**src/rtl/mem_pkg.sv**
```systemverilog
// mem_pkg: shared FSM state type, load/store funct3 encodings and the
// store-lane / alignment helpers used by the memory stage.
package mem_pkg;

  typedef enum logic {
    IDLE = 1'b0,
    WAIT = 1'b1
  } mem_state_e;

  // Load encodings
  localparam logic [2:0] F3_LB  = 3'b000;
  localparam logic [2:0] F3_LH  = 3'b001;
  localparam logic [2:0] F3_LW  = 3'b010;
  localparam logic [2:0] F3_LBU = 3'b100;
  localparam logic [2:0] F3_LHU = 3'b101;

  // Store encodings
  localparam logic [2:0] F3_SB  = 3'b000;
  localparam logic [2:0] F3_SH  = 3'b001;
  localparam logic [2:0] F3_SW  = 3'b010;

  typedef struct packed {
    logic [3:0]  wstrb;
    logic [31:0] wdata;
  } st_lanes_t;

  // Byte strobes and lane-replicated write data for a store; unknown sizes act as SW.
  function automatic st_lanes_t store_lanes(input logic [2:0]  funct3,
                                            input logic [1:0]  off,
                                            input logic [31:0] data);
    st_lanes_t l;
    case (funct3)
      F3_SB: begin
        l.wstrb = 4'b0001 << off;
        l.wdata = {4{data[7:0]}};
      end
      F3_SH: begin
        l.wstrb = 4'b0011 << {off[1], 1'b0};
        l.wdata = {2{data[15:0]}};
      end
      default: begin
        l.wstrb = 4'b1111;
        l.wdata = data;
      end
    endcase
    return l;
  endfunction

  // Halfword accesses need an even address, word accesses a 4-byte aligned one.
  // The load encodings double as SH/SW since they share the same values.
  function automatic logic is_misaligned(input logic [2:0] funct3,
                                         input logic [1:0] off);
    logic m;
    case (funct3)
      F3_LH, F3_LHU: m = off[0];
      F3_LW:         m = |off;
      default:       m = 1'b0;
    endcase
    return m;
  endfunction

endpackage

```
**src/rtl/mem_ld_align.sv**
```systemverilog
// mem_ld_align: selects the addressed byte/halfword of a read word and
// sign- or zero-extends it; halfword lanes are chosen by offset[1] only.
module mem_ld_align
  import mem_pkg::*;
(
  input  logic [31:0] word,
  input  logic [1:0]  offset,
  input  logic [2:0]  funct3,
  output logic [31:0] value
);

  logic [7:0]  byte_sel;
  logic [15:0] half_sel;

  // Lane selection followed by extension according to the access size.
  always_comb begin
    byte_sel = word[{offset, 3'b000} +: 8];
    half_sel = offset[1] ? word[31:16] : word[15:0];
    case (funct3)
      F3_LB:   value = {{24{byte_sel[7]}}, byte_sel};
      F3_LH:   value = {{16{half_sel[15]}}, half_sel};
      F3_LBU:  value = {24'd0, byte_sel};
      F3_LHU:  value = {16'd0, half_sel};
      default: value = word;
    endcase
  end

endmodule

```
**src/rtl/mem_stage.sv**
```systemverilog
// mem_stage: pipeline MEM stage with a request/acknowledge data-memory port,
// wait-cycle timeout and MEM/WB result registers.
// Optional build macro MEM_MISALIGN_CHK_EN enables misaligned-access trapping
// (misalign_err pulse, no request, bubble to WB); otherwise misalign_err is 0.
module mem_stage
  import mem_pkg::*;
#(
  parameter int TO_CYC = 255
) (
  input  logic        clk,
  input  logic        rst,
  input  logic [31:0] EXE_ALU_out,
  input  logic [31:0] EXE_rs2_data,
  input  logic [31:0] EXE_pc_to_reg,
  input  logic [4:0]  EXE_rd_addr,
  input  logic [2:0]  EXE_funct3,
  input  logic        EXE_RDSrc,
  input  logic        EXE_MemtoReg,
  input  logic        EXE_MemRead,
  input  logic        EXE_MemWrite,
  input  logic        EXE_RegWrite,
  output logic        dm_req,
  output logic        dm_we,
  output logic [31:0] dm_addr,
  output logic [3:0]  dm_wstrb,
  output logic [31:0] dm_wdata,
  input  logic        dm_ack,
  input  logic [31:0] dm_rdata,
  output logic [31:0] MEM_rd_data,
  output logic        mem_stall,
  output logic [31:0] WB_data,
  output logic [4:0]  WB_rd_addr,
  output logic        WB_RegWrite,
  output logic        bus_err,
  output logic        misalign_err
);

  // Counter holds 0 .. TO_CYC-1; the abort fires on the TO_CYC-th unacknowledged WAIT cycle.
  localparam int CNT_W = (TO_CYC < 2) ? 1 : $clog2(TO_CYC);
  localparam logic [CNT_W-1:0] CNT_LAST = CNT_W'(TO_CYC - 1);

  mem_state_e      state_q, state_d;
  logic [CNT_W-1:0] cnt_q, cnt_d;

  // Access latched on WAIT entry so the memory port stays stable until ack.
  logic        we_q, we_d;
  logic [29:0] addr_q, addr_d;
  logic [1:0]  off_q, off_d;
  logic [2:0]  funct3_q, funct3_d;
  logic [31:0] wdata_q, wdata_d;
  logic [3:0]  wstrb_q, wstrb_d;
  logic [4:0]  rd_addr_q, rd_addr_d;
  logic        regwrite_q, regwrite_d;
  logic        memtoreg_q, memtoreg_d;
  logic [31:0] fwd_q, fwd_d;

  logic [31:0] wb_data_q, wb_data_d;
  logic [4:0]  wb_rd_addr_q, wb_rd_addr_d;
  logic        wb_regwrite_q, wb_regwrite_d;

  logic        stall_c, bus_err_c, misalign_c, mem_op, misal;
  logic [31:0] ld_val;
  st_lanes_t   lanes;

  assign MEM_rd_data = EXE_RDSrc ? EXE_pc_to_reg : EXE_ALU_out;
  assign mem_op      = EXE_MemRead | EXE_MemWrite;
  assign lanes       = store_lanes(EXE_funct3, EXE_ALU_out[1:0], EXE_rs2_data);

`ifdef MEM_MISALIGN_CHK_EN
  assign misal = mem_op & is_misaligned(EXE_funct3, EXE_ALU_out[1:0]);
`else
  assign misal = 1'b0;
`endif

  mem_ld_align u_ld_align (
    .word   (dm_rdata),
    .offset (off_q),
    .funct3 (funct3_q),
    .value  (ld_val)
  );

  // Next-state, access latching and WB capture for the IDLE/WAIT handshake.
  always_comb begin
    state_d       = state_q;
    cnt_d         = cnt_q;
    we_d          = we_q;
    addr_d        = addr_q;
    off_d         = off_q;
    funct3_d      = funct3_q;
    wdata_d       = wdata_q;
    wstrb_d       = wstrb_q;
    rd_addr_d     = rd_addr_q;
    regwrite_d    = regwrite_q;
    memtoreg_d    = memtoreg_q;
    fwd_d         = fwd_q;
    wb_data_d     = wb_data_q;
    wb_rd_addr_d  = wb_rd_addr_q;
    wb_regwrite_d = wb_regwrite_q;
    stall_c       = 1'b0;
    bus_err_c     = 1'b0;
    misalign_c    = 1'b0;

    case (state_q)
      IDLE: begin
        cnt_d = '0;
        if (!mem_op) begin
          wb_data_d     = MEM_rd_data;
          wb_rd_addr_d  = EXE_rd_addr;
          wb_regwrite_d = EXE_RegWrite;
        end else if (misal) begin
          misalign_c    = 1'b1;
          wb_regwrite_d = 1'b0;
        end else begin
          // A combined read+write request is carried out as a write.
          stall_c       = 1'b1;
          wb_regwrite_d = 1'b0;
          we_d          = EXE_MemWrite;
          addr_d        = EXE_ALU_out[31:2];
          off_d         = EXE_ALU_out[1:0];
          funct3_d      = EXE_funct3;
          wdata_d       = lanes.wdata;
          wstrb_d       = EXE_MemWrite ? lanes.wstrb : 4'b0000;
          rd_addr_d     = EXE_rd_addr;
          regwrite_d    = EXE_RegWrite;
          memtoreg_d    = EXE_MemtoReg;
          fwd_d         = MEM_rd_data;
          state_d       = WAIT;
        end
      end
      WAIT: begin
        if (dm_ack) begin
          wb_data_d     = memtoreg_q ? ld_val : fwd_q;
          wb_rd_addr_d  = rd_addr_q;
          wb_regwrite_d = regwrite_q & ~we_q;
          cnt_d         = '0;
          state_d       = IDLE;
        end else if (cnt_q == CNT_LAST) begin
          bus_err_c     = 1'b1;
          wb_regwrite_d = 1'b0;
          cnt_d         = '0;
          state_d       = IDLE;
        end else begin
          stall_c = 1'b1;
          cnt_d   = cnt_q + CNT_W'(1);
        end
      end
      default: state_d = IDLE;
    endcase
  end

  // State, latched access and WB registers; reset abandons any access in flight.
  always_ff @(posedge clk or negedge rst) begin
    if (!rst) begin
      state_q       <= IDLE;
      cnt_q         <= '0;
      we_q          <= 1'b0;
      addr_q        <= '0;
      off_q         <= '0;
      funct3_q      <= '0;
      wdata_q       <= '0;
      wstrb_q       <= '0;
      rd_addr_q     <= '0;
      regwrite_q    <= 1'b0;
      memtoreg_q    <= 1'b0;
      fwd_q         <= '0;
      wb_data_q     <= '0;
      wb_rd_addr_q  <= '0;
      wb_regwrite_q <= 1'b0;
    end else begin
      state_q       <= state_d;
      cnt_q         <= cnt_d;
      we_q          <= we_d;
      addr_q        <= addr_d;
      off_q         <= off_d;
      funct3_q      <= funct3_d;
      wdata_q       <= wdata_d;
      wstrb_q       <= wstrb_d;
      rd_addr_q     <= rd_addr_d;
      regwrite_q    <= regwrite_d;
      memtoreg_q    <= memtoreg_d;
      fwd_q         <= fwd_d;
      wb_data_q     <= wb_data_d;
      wb_rd_addr_q  <= wb_rd_addr_d;
      wb_regwrite_q <= wb_regwrite_d;
    end
  end

  // Combinational outputs are gated with rst so reset silences them at once.
  assign dm_req       = (state_q == WAIT);
  assign dm_we        = dm_req & we_q;
  assign dm_addr      = {addr_q, 2'b00};
  assign dm_wstrb     = dm_req ? wstrb_q : 4'b0000;
  assign dm_wdata     = wdata_q;
  assign mem_stall    = stall_c & rst;
  assign bus_err      = bus_err_c & rst;
  assign misalign_err = misalign_c & rst;
  assign WB_data      = wb_data_q;
  assign WB_rd_addr   = wb_rd_addr_q;
  assign WB_RegWrite  = wb_regwrite_q;

endmodule

```
**config.mk**
```make
export PLATFORM = sky130hd
export DESIGN_NAME = mem_stage
export DESIGN_NICKNAME = d
export VERILOG_FILES = /design/src/rtl/mem_pkg.sv /design/src/rtl/mem_ld_align.sv /design/src/rtl/mem_stage.sv
export SDC_FILE = /design/constraint.sdc
export NUM_CORES = 1
export LEC_CHECK = 0
export BUFFER_PORTS_ARGS = -buffer_cell sky130_fd_sc_hd__buf_4
export CAP_MARGIN = 10
export CORE_MARGIN = 1.5
export CORE_UTILIZATION = 55
export DETAILED_ROUTE_END_ITERATION = 6
export GPL_TIMING_DRIVEN = 0
export PLACE_DENSITY_LB_ADDON = 0.12
export SLEW_MARGIN = 30
export SYNTH_ARGS = -nofsm -noshare
export SYNTH_HDL_FRONTEND = slang
export SYNTH_SLANG_ARGS = --single-unit
```
**constraint.sdc**
```tcl
create_clock -name clk -period 4.3 [get_ports clk]
set_clock_uncertainty 0.15 [all_clocks]
set_input_delay 0.86 -clock clk [delete_from_list [all_inputs] [get_ports clk]]
set_output_delay 0.86 -clock clk [all_outputs]
set_load 0.01 [all_outputs]
```
* Yosys cells after proc, flatten, opt, wreduce, memory -nomap -nowiden
Index checks and enable logic that the tools add are counted.
** Word-level totals
- Flip-flop bits (word level) :: 158
- Output and inout bits :: 143
** Cells by class
- $add $sub $neg :: 1
- Equal/unequal tests :: 8
- Shifts and indexed selects :: 3
- Multiplexer cells :: 27
- Bitwise gates (word level) :: 7
- Reduce and logical (&&, ||, !) cells :: 4
** Operators with widths (count)
- $mux W32 :: 4
- $pmux W32 S4 :: 1
- $pmux W36 S2 :: 1
- $pmux W32 S2 :: 1
- $shiftx A32 B6 Y8 :: 1
- $mux W16 :: 1
- $mux W8 :: 2
- $pmux W8 S2 :: 1
- $mux W5 :: 2
- $pmux W5 S2 :: 1
- $mux W1 :: 9
- $add A8 B1 Y8 const B :: 1
- $eq A8 B8 Y1 const B :: 1
- $mux W4 :: 2
- $eq A3 B1 Y1 const B :: 2
- $eq A3 B3 Y1 const B :: 2
- $logic_not A3 Y1 :: 2
- $and A1 B1 Y1 :: 4
- $ne A2 B2 Y1 const B :: 2
- $pmux W1 S2 :: 2
- $reduce_and A2 Y1 :: 2
- $shl A1 B2 Y4 const A :: 1
- $shl A2 B2 Y4 const A :: 1
- $ne A3 B2 Y1 const B :: 1
- 2 further kinds :: 3

* Depth between registers and ports, before layout
Gate-level depths: netlist (run 1).
- Depth after elaboration :: 5
- Depth in mapped cells :: 6

* Cells and area by module
Synthesis (run 1) repeated with hierarchy kept, for this count alone.
** Second synthesis, totals
- Cell total of the unflattened synthesis :: 750
- Area, all modules :: 8414.3 um^2
** By module, submodules not included
- mem_stage :: instances 1, cells each 632, area each 7653.6 um^2, sequential area each 3953.8 um^2
- mem_ld_align :: instances 1, cells each 118, area each 760.7 um^2, sequential area each 0.0 um^2

* Worst setup path before layout (run 1)
OpenSTA, ideal clock, no wires.
- Path kind :: input to output
- From :: input EXE_MemWrite
- To :: output mem_stall
- Arrival time :: 1687 ps
- Setup slack :: 1603 ps
- Stages :: 4
- Buffers on the path :: 1
- Cell sequence :: o21bai_1 -> buf_2 -> nand2_1 -> and2_1
** Between the ends
- Longest elaborated chain between the ends :: 4
** RTL lines
- start, declared :: RTL line mem_stage.sv:20 : input logic EXE_MemWrite,
- $or A1 B1 Y1 :: RTL line mem_stage.sv:66 : assign mem_op = EXE_MemRead | EXE_MemWrite;
- $mux W1 :: RTL line mem_stage.sv:106 : if (!mem_op) begin
- $pmux W1 S2 :: RTL line mem_stage.sv:103 : case (state_q)
- net stall_c :: RTL line mem_stage.sv:61 : logic stall_c, bus_err_c, misalign_c, mem_op, misal;
- $and A1 B1 Y1 :: RTL line mem_stage.sv:194 : assign mem_stall = stall_c & rst;
- end, declared :: RTL line mem_stage.sv:30 : output logic mem_stall,
The timed path passes the listed nets, and every way through them passes these cells.

* Final worst setup path (run 1)
Same ends and word-level chain as after synthesis.

==> results of run 1 <==
==> worst paths after layout <==
path | start | end | slack, ns | cells past startpoint
worst max-delay path | EXE_MemWrite | mem_stall | 1.05 | 6
worst min-delay path | rst | addr_q[19] | 0.14 | 1
worst max register to register | dm_req | WB_data[2] | 2.16 | 5
worst min register to register | dm_wdata[26] | dm_wdata[26] | 0.33 | 2
max in group asynchronous | rst | WB_data[9] | 2.92 | 3
min in group clk | dm_wdata[26] | dm_wdata[26] | 0.33 | 2
==> sequential cells by signal, summed over array words and instances (netlist names), 2 cells and up <==
signal	flops
WB_rd_addr	5
off_q	2
wstrb_q	4
addr_q	30
cnt_q	8
dm_wdata	32
rd_addr_q	5
funct3_q	3
fwd_q	32
WB_data	32
==> cell usage after synthesis, types with 5 or more instances <==
cell	count
buf_4	7
a31oi_1	8
a21oi_1	24
a311o_1	7
mux2_2	55
o311ai_0	5
o22ai_1	33
o21ai_1	10
nand2b_1	9
nor3_1	9
dfrtp_1	158
inv_1	51
o21ai_0	91
a221oi_2	10
nand3b_1	9
o21a_1	17
a222oi_1	7
a221oi_1	6
nand2_1	79
and2_1	7
buf_2	38
clkbuf_1	16
nor2_1	41
nor2b_1	15
mux2i_1	56
==> critical path: cells and delay by family <==
family	cells	cell delay, ns
AOI/OAI and AO/OA	1	0.42
and+or+nand+nor	2	0.29
buffers and inverters	3	0.66
==> logic make-up after synthesis <==
logic type	share of synthesized area (%)
AOI/OAI and AO/OA	18.98
adders and majority gates	0.3031
muxes	14.64
buffers and inverters	6.259
xor gates and xnor gates	0.4244
other	0.04542
DFF	47.89
and+or+nand+nor	11.46
==> final cells by class <==
class / count / area [µm²] / share of cell area (%)
plain buffers: 63 / 325.3 / 2.875
clock buffers: 22 / 484.2 / 4.280
clock inverters: 9 / 156.4 / 1.382
inverters: 51 / 191.4 / 1.692
multi-input cells: 548 / 3792 / 33.52
flip-flops and latches: 158 / 3954 / 34.95
well taps: 184 / 230.2 / 2.035
repair buffers: 284 / 2180 / 19.27
==> layer usage <==
metal | GRT usage (%) | wire length [µm]
met3 | 9.157 | 2119
met4 | 12.37 | 777
met1 | 43.06 | 10610
met5 | 0 | 0
met2 | 54.60 | 12610
==> power by group through the flow <==
stage               Clock, mW  Combinational (mW)  Sequential [mW]
floorplan                   0                1.35             2.51
global placement            0                2.76             2.36
detailed placement          0                2.82             2.38
CTS                      1.64                2.84             2.36
global route             1.71                3.06             2.44
finish                   1.64                2.85             2.37
==> per-stage QoR <==
stage               hold WS, ns  instance area (µm²)
floorplan                0.3005                 8263
global placement         0.3127                10610
detailed placement       0.3216                10670
CTS                      0.1547                11310
global route             0.1617                11310
finish                   0.1437                11310
==> impl_metrics.csv, run 1 <==
group,metric,value,unit
place,io_buffer_count,282,
place,dp_hpwl,19520,µm
setup_path,cpMaxStageDelayCell,"o21bai_1",
setup_path,cp_max_fo,10,
setup_path,end_kind,"output port",
setup_path,worst_ep_arrival_time,2.24,ns
pwr,swShare,35.96,%
pwr,power_frac_comb,41.5,%
clock_network,cts_root_buf,"clkbuf_16",
routing,finalWirelength,26110,µm
logic_synthesis,synth_cell_types,61,
floorplanning,die_area,15750,µm²
logic_synthesis,synth_area_leaders,"dfrtp_1, mux2_2, mux2i_1",
floorplanning,die-width,125.5,µm
cells_and_area,num_antenna_cells,0,
floorplanning,rows,44,
global_routing,grt_pass1_vias,7721,
place,dp.cells,1288,
pwr,p_total,6.869,mW
routing,ant_nets,0,
setup_path,cp_common_cell,"buf_4",
pwr,p_leak,5.400,nW
cells_and_area,layout_common_cells,"buf_4, dfrtp_1, o21ai_0, nand2_1, mux2i_1",
cells_and_area,stdcell_count,1319,
pwr,ir_worst_vdd,370.7,µV
clock_network,hold_buffers,0,
global_routing,overflow,0,
routing,num_vias,7728,
timing,rsz0062_at_grt,"no",
logic_synthesis,syn_area,8255,µm²
timing,slew_violations,0,
setup_path,cp.required,3.29,ns
run_status,status,"finished with violations",
timing,finalWorstSetupSlack,1.045,ns
pwr,powerDensity,607.1,nW/µm²
place,dpl_worst_slack,1.023,ns
clock_network,cts_inserted_buffers,17,
global_routing,grt_usage,33.54,%
cells_and_area,final_nets,1269,
logic_synthesis,synth_edf_count,0,
run_status,violations,"DRC",
logic_synthesis,synth_top_area_share,47.89,%
timing,finalCritPeriodShare,75.70,%
pwr,power_frac_clock,23.9,%
cells_and_area,final_common_cell,"buf_4",
logic_synthesis,syn_inst,818,
logic_synthesis,avgSynthCellArea,10.09,µm²
pwr,seqPwrFrac,34.5,%
logic_synthesis,ys_seq_elements,158,
clock_network,worst_skew_pair.late_latency,0.43,ns
clock_network,clockBufferDepth,2,
routing,viasPerCell,5.859,
global_routing,grt_pass1_wl,41080,µm
worst_hold_path,hp-class,"primary input to async pin",
timing,max_freq,307.2,MHz
setup_path,critical_path_class,"primary input to output port",
logic_synthesis,yosys_most_used_dff,"dfrtp_1",
pwr,p_int,4.399,mW
logic_synthesis,yosysTopAreaCell,"dfrtp_1",
floorplanning,num_io_pins,287,
clock_network,clkTransAtPathRegs,0.06,ns
logic_synthesis,async_reset_ff_share,100.0,%
clock_network,post_cts_resized,0,
pwr,power_switching,2.470,mW
clock_network,htreeDepth,4,
setup_path,worst_path_largest_cell_delay,0.42,ns
routing,first_iter_violations,746,
timing,hold_viol_final,0,
routing,drc,3,
timing,setup_viol,0,
cells_and_area,fillCellCount,1038,
place,gp_congestion,0.9487,
floorplanning,die_h,125.5,µm
cells_and_area,area_growth_syn_to_layout,37.04,%
setup_path,start_kind,"primary input",
clock_network,cts_tree,"built",
timing,tns,0,ns
floorplanning,initial_core_util,56.59,%
logic_synthesis,synth_warnings,0,
timing,min_period,3.255,ns
logic_synthesis,seq_area_frac_synth,47.89,%
floorplanning,coreArea,14590,µm²
routing,dr.pass1.iters,7,
cells_and_area,drive_above_1_share,38.59,%
global_routing,antenna_found_initial,0,
clock_network,post_cts_buffers,0,
global_routing,grt_max_degree,64,
routing,wl_per_cell,19.80,µm
cells_and_area,final_core_util,77.55,%
timing,max_slew_margin,58.97,%
flow_run,cap_violations,0,
clock_network,clock_sinks,158,
setup_path,crit_chain,"buf_4, o21bai_1, buf_2, nand2_1, and2_1, buf_4",
timing,worst_pin_slew,0.6078,ns
Note: power is estimated with default switching activity, not from simulation.
==> run 2, diff against run 1 <==
--- a/config.mk
+++ b/config.mk
@@ -8,7 +8,7 @@
 export BUFFER_PORTS_ARGS = -buffer_cell sky130_fd_sc_hd__buf_4
 export CAP_MARGIN = 10
 export CORE_MARGIN = 1.5
-export CORE_UTILIZATION = 55
+export CORE_UTILIZATION = 51
 export DETAILED_ROUTE_END_ITERATION = 6
 export GPL_TIMING_DRIVEN = 0
 export PLACE_DENSITY_LB_ADDON = 0.12
==> constraint.sdc (replaced) <==
create_clock -name clk -period 3.25 [get_ports clk]
set_clock_uncertainty 0.15 [all_clocks]
set_input_delay 0.65 -clock clk [delete_from_list [all_inputs] [get_ports clk]]
set_output_delay 0.65 -clock clk [all_outputs]
set_load 0.01 [all_outputs]
==> run 2 against run 1 <==
  * The run now ends clean
  * Critical path depth decreased by 1
  * Count of clock-buffer cells in the layout down 4
  * Wire length up 0.47%
  * Combinational power grew 32%
  * Global-route usage is 2.4 points lower
  * Critical path type is now flop to output port
  * Highest routed layer unchanged
  * Worst hold slack worse by 0.14 ns
  * Sequential cell count unchanged
==> impl_metrics.csv, run 2 (synthesis gave the netlist of run 1 again) <==
group,metric,value,unit
cells_and_area,area_growth_syn_to_layout,37.50,%
routing,wl_per_cell,19.39,µm
setup_path,start_kind,"flop",
routing,dr.pass1.iters,5,
timing,setup_viol,0,
setup_path,cp.required,2.45,ns
setup_path,worst_ep_arrival_time,2.17,ns
place,dp_hpwl,19690,µm
run_status,status,"completed",
place,post_dp_cell_area,10710,µm²
timing,max_slew_margin,59.93,%
clock_network,clockBufferDepth,2,
timing,tns,0,ns
floorplanning,die-width,130.2,µm
timing,rsz0062_at_grt,"no",
timing,hold_viol_final,0,
routing,drc,0,
setup_path,critical_path_class,"flop to output port",
place,dp.cells,1320,
routing,finalWirelength,26230,µm
cells_and_area,finish.instance_area,11350,µm²
flow_run,cap_violations,0,
floorplanning,die_area,16960,µm²
clock_network,worst_skew_pair.late_latency,0.43,ns
global_routing,grt_usage,31.19,%
setup_path,crit_chain,"o21bai_1, buf_2, nand2_1, and2_1, buf_4",
pwr,ir_worst_vdd,398.8,µV
cells_and_area,stdcell_count,1353,
global_routing,grt_pass1_wl,39600,µm
timing,min_period,2.965,ns
clock_network,post_cts_buffers,0,
cells_and_area,final_nets,1270,
global_routing,antenna_found_initial,0,
global_routing,overflow,0,
routing,num_vias,7566,
timing,slew_violations,0,
floorplanning,coreArea,15830,µm²
setup_path,crit_buf_inv,2,
cells_and_area,num_antenna_cells,0,
floorplanning,num_io_pins,287,
setup_path,cpMaxStageDelayCell,"dfrtp_1",
cells_and_area,drive_above_1_share,38.79,%
clock_network,cts_root_buf,"clkbuf_16",
global_routing,grt_pass1_vias,7231,
pwr,powerDensity,794.4,nW/µm²
cells_and_area,layout_common_cells,"buf_4, dfrtp_1, o21ai_0, nand2_1, mux2i_1",
pwr,p_total,9.017,mW
clock_network,cts_inserted_buffers,17,
timing,finalCritPeriodShare,91.25,%
timing,max_freq,337.2,MHz
clock_network,clkTransAtPathRegs,0.06,ns
global_routing,grt_max_degree,69,
floorplanning,initial_core_util,52.16,%
routing,ant_nets,0,
timing,hold_ws,0.004691,ns
floorplanning,rows,46,
pwr,p_leak,5.388,nW
setup_path,critPathTopFamily,"flip-flops",
routing,viasPerCell,5.592,
setup_path,worst_path_largest_cell_delay,0.60,ns
place,io_buffer_count,282,
timing,worst_pin_slew,0.5935,ns
clock_network,clock_sinks,158,
cells_and_area,final_common_cell,"buf_4",
worst_hold_path,hp-class,"primary input to async pin",
setup_path,cp_max_fo,10,
clock_network,cts_tree,"built",
setup_path,end_kind,"output port",
routing,first_iter_violations,645,
floorplanning,die_h,130.2,µm
place,gp_congestion,0.9563,
clock_network,htreeDepth,4,
run 2: area by class of cell:
type / count / area [µm²]
Buffer: 63 / 325.3
Timing Repair Buffer: 285 / 2200
Clock inverter: 14 / 178.9
Inverter: 51 / 191.4
Tap cell: 216 / 270.3
Sequential cell: 158 / 3954
Clock buffer: 18 / 439.2
Fill cell: 1220 / 4477
Multi-Input combinational cell: 548 / 3792
run 2: worst paths after layout:
kind,slack [ns],cells past startpoint,end,startpoint
worst min-delay path,0.005,2,addr_q[20],rst
worst min register to register,0.33,2,dm_wdata[30],dm_wdata[30]
worst max-delay path,0.28,5,mem_stall,dm_req
worst max register to register,1.07,6,WB_data[13],dm_req
max in group asynchronous,2.27,3,dm_wdata[23],rst
min in group clk,0.31,2,addr_q[3],EXE_ALU_out[5]
run 2: repair_timing:
| item | CTS | global route |
|---|---|---|
| gates resized for setup | 0 | 0 |
| hold buffers | 1 | 0 |
| hold endpoints to repair | 37 | 0 |
run 2: where the power goes:
| group | internal [mW] | switching [mW] |
|---|---|---|
| clock | 1.24 | 0.863 |
| combinational | 1.75 | 2.01 |
| sequential | 2.70 | 0.450 |
| total | 5.70 | 3.32 |
run 2: metrics by stage:
stage               utilization, %  setup WS [ns]
global route                 71.72         0.1650
floorplan                        -         0.9726
detailed placement           67.68         0.4320
global placement             67.29        -0.2613
CTS                          71.72         0.2662
finish                       71.72         0.2845
run 2: metal layers:
metal  track usage (%)  share of wire (%)
met5                 0                  0
met4             11.44                2.5
met3             6.601                7.9
met2             50.90                 48
met1             41.12                 41
==> run 3, diff against run 2 <==
--- a/config.mk
+++ b/config.mk
@@ -8,8 +8,10 @@
 export BUFFER_PORTS_ARGS = -buffer_cell sky130_fd_sc_hd__buf_4
 export CAP_MARGIN = 10
 export CORE_MARGIN = 1.5
-export CORE_UTILIZATION = 51
+export CORE_UTILIZATION = 56
+export CTS_BUF_LIST = sky130_fd_sc_hd__clkbuf_8
 export DETAILED_ROUTE_END_ITERATION = 6
+export GPL_ROUTABILITY_DRIVEN = 0
 export GPL_TIMING_DRIVEN = 0
 export PLACE_DENSITY_LB_ADDON = 0.12
 export SLEW_MARGIN = 30
==> constraint.sdc (replaced) <==
create_clock -name clk -period 3.55 [get_ports clk]
set_clock_uncertainty 0.15 [all_clocks]
set_input_delay 0.71 -clock clk [delete_from_list [all_inputs] [get_ports clk]]
set_output_delay 0.71 -clock clk [all_outputs]
set_load 0.01 [all_outputs]
==> run 3 against run 2 <==
  * Worst setup slack better by 0.25 ns
  * Register-to-register slack better by 0.27 ns
  * Global-route usage up 3.1 points
  * Power down 13%
  * Wire length down 0.53%
  * Worst hold slack better by 0.013 ns
  * Sequential power down 8.6%
  * Via count up 2.8%
  * First-iteration DRC count down 0.47%
  * Clock power down 27%
  * Count of clock-buffer cells in the layout up 1
  * Critical path type unchanged
  * Critical endpoint unchanged
  * Largest cell class unchanged
  * Highest routed layer unchanged
==> impl_metrics.csv, run 3 (synthesis gave the netlist of run 1 again) <==
group,metric,value,unit
timing,min_period,3.015,ns
floorplanning,initial_core_util,57.02,%
global_routing,grt_util_met3,10.22,%
pwr,seqPwrFrac,36.6,%
cells_and_area,area_growth_syn_to_layout,35.07,%
cells_and_area,drive_above_1_share,38.52,%
setup_path,cp.required,2.69,ns
routing,first_iter_violations,642,
setup_path,critical_path_class,"flop to output port",
floorplanning,coreArea,14480,µm²
pwr,power_frac_clock,19.6,%
pwr,power_frac_comb,43.8,%
pwr,powerDensity,705.2,nW/µm²
floorplanning,die_area,15480,µm²
global_routing,grt_max_degree,71,
clock_network,cts_inserted_buffers,17,
cells_and_area,final_common_cell,"buf_4",
timing,setup_viol,0,
setup_path,start_kind,"flop",
setup_path,cp_max_fo,10,
setup_path,worst_ep_arrival_time,2.16,ns
cells_and_area,fillCellCount,1060,
routing,viasPerCell,5.889,
floorplanning,die_h,124.4,µm
setup_path,reg2reg_to,"WB_data[0]",
global_routing,grt_pass1_wl,41530,µm
flow_run,cap_violations,0,
worst_hold_path,hp-class,"primary input to async pin",
timing,hold_ws,0.01814,ns
routing,finalWirelength,26100,µm
clock_network,cts_root_buf,"clkbuf_8",
global_routing,grt_usage,34.24,%
clock_network,clock_sinks,158,
setup_path,worst_path_largest_cell_delay,0.56,ns
timing,max_freq,331.6,MHz
cells_and_area,num_antenna_cells,0,
setup_path,reg2reg_slack,1.34,ns
clock_network,worst_skew_pair.late_latency,0.46,ns
cells_and_area,layout_common_cells,"buf_4, dfrtp_1, o21ai_0, nand2_1, mux2i_1",
timing,max_slew_margin,48.82,%
routing,drc,0,
pwr,ir_worst_vdd,356.6,µV
cells_and_area,final_nets,1270,
clock_network,cts_tree,"built",
clock_network,clkTransAtPathRegs,0.09,ns
routing,ant_nets,0,
routing,wl_per_cell,19.75,µm
global_routing,use_met2,54.88,%
floorplanning,rows,44,
pwr,p_int,4.940,mW
timing,finalWorstSetupSlack,0.5346,ns
setup_path,r2r_cells,5,
pwr,p_total,7.864,mW
timing,rsz0062_at_grt,"no",
clock_network,post_cts_resized,0,
pwr,p_leak,5.321,nW
place,io_buffer_count,282,
routing,dr.pass1.iters,6,
global_routing,grt_pass1_vias,7703,
global_routing,busiest_layer,"met2",
timing,tns,0,ns
setup_path,crit_chain,"o21bai_1, buf_2, nand2_1, and2_1, buf_4",
timing,hold_viol_final,0,
timing,worst_pin_slew,0.7581,ns
clock_network,htreeDepth,4,
global_routing,overflow,0,
timing,slew_violations,0,
clock_network,clockBufferDepth,2,
cells_and_area,final_core_util,77.01,%
floorplanning,die-width,124.4,µm
timing,finalCritPeriodShare,84.94,%
floorplanning,num_io_pins,287,
routing,num_vias,7780,
global_routing,grtUsageMet1,42.82,%
setup_path,reg2reg_from,"off_q[1]",
place,dp_hpwl,19450,µm
pwr,power_switching,2.924,mW
setup_path,cpMaxStageDelayCell,"dfrtp_1",
run_status,status,"completed",
pwr,swShare,37.18,%
clock_network,post_cts_buffers,0,
setup_path,end_kind,"output port",
global_routing,antenna_found_initial,0,
place,dpl_worst_slack,0.6096,ns
==> run 3: changes by cell type in the layout (fill, tap and decap cells not counted) <==
cell        delta
clkbuf_16     -17
inv_6          -6
bufinv_16      +2
clkinv_4       -1
clkinvlp_4     +1
inv_1          +3
clkbuf_8      +18
==> run 3: worst max-delay path, delay by kind of cell, from the launching register on <==
kind / cells / cell delay, ns
DFF: 1 / 0.56
and+or+nand+nor: 2 / 0.29
AOI/OAI and AO/OA: 1 / 0.31
buffers and inverters: 2 / 0.53
==> run 3: through the flow <==
step / cells / area, µm²
after global placement: 1286 / 10610
after CTS: 1321 / 11150
after global routing: 1321 / 11150
after floorplan: 820 / 8263
final: 1321 / 11150
after detailed placement: 1288 / 10670
==> run 3: layout make-up <==
type / instances / area, µm² / area share [%]
timing repair buffer: 285 / 2200 / 19.73
clock buffer: 19 / 261.5 / 2.345
buffer: 63 / 325.3 / 2.917
multi-input combinational: 548 / 3792 / 34.01
clock inverter: 13 / 196.4 / 1.762
inverter: 51 / 191.4 / 1.717
sequential: 158 / 3954 / 35.46
tap: 184 / 230.2 / 2.065
==> run 3: worst max-delay path by stage <==
stage                 startpoint        end  slack (ns)  cells past startpoint
finish                    dm_req  mem_stall        0.53                      5
global route            cnt_q[0]  mem_stall        0.43                      7
CTS                       dm_req  mem_stall        0.54                      5
detailed placement           rst    bus_err        0.61                      6
global placement             rst    bus_err       -0.06                      4
floorplan           EXE_MemWrite  mem_stall        1.15                      4
==> run 3: power groups by stage <==
stage               logic (mW)  registers [mW]  clock network, mW
finish                    3.45            2.88               1.54
global route              3.71            2.95               1.63
CTS                       3.44            2.86               1.55
detailed placement        3.42            2.88                  0
global placement          3.34            2.85                  0
floorplan                 1.64            3.05                  0
==> run 3: layer usage <==
layer	routed length (µm)	part of all wire, %	up-vias
met1	10210	39	3776
met4	1069	4.1	0
li1	-	-	3523
met3	2355	9.0	80
met5	0	0	-
met2	12460	48	401
==> run 3: what timing repair did <==
item                                    4_1_cts  5_1_grt
hold endpoints to repair                     32        0
endpoints found under the setup margin        0        0
hold buffers                                  1        0
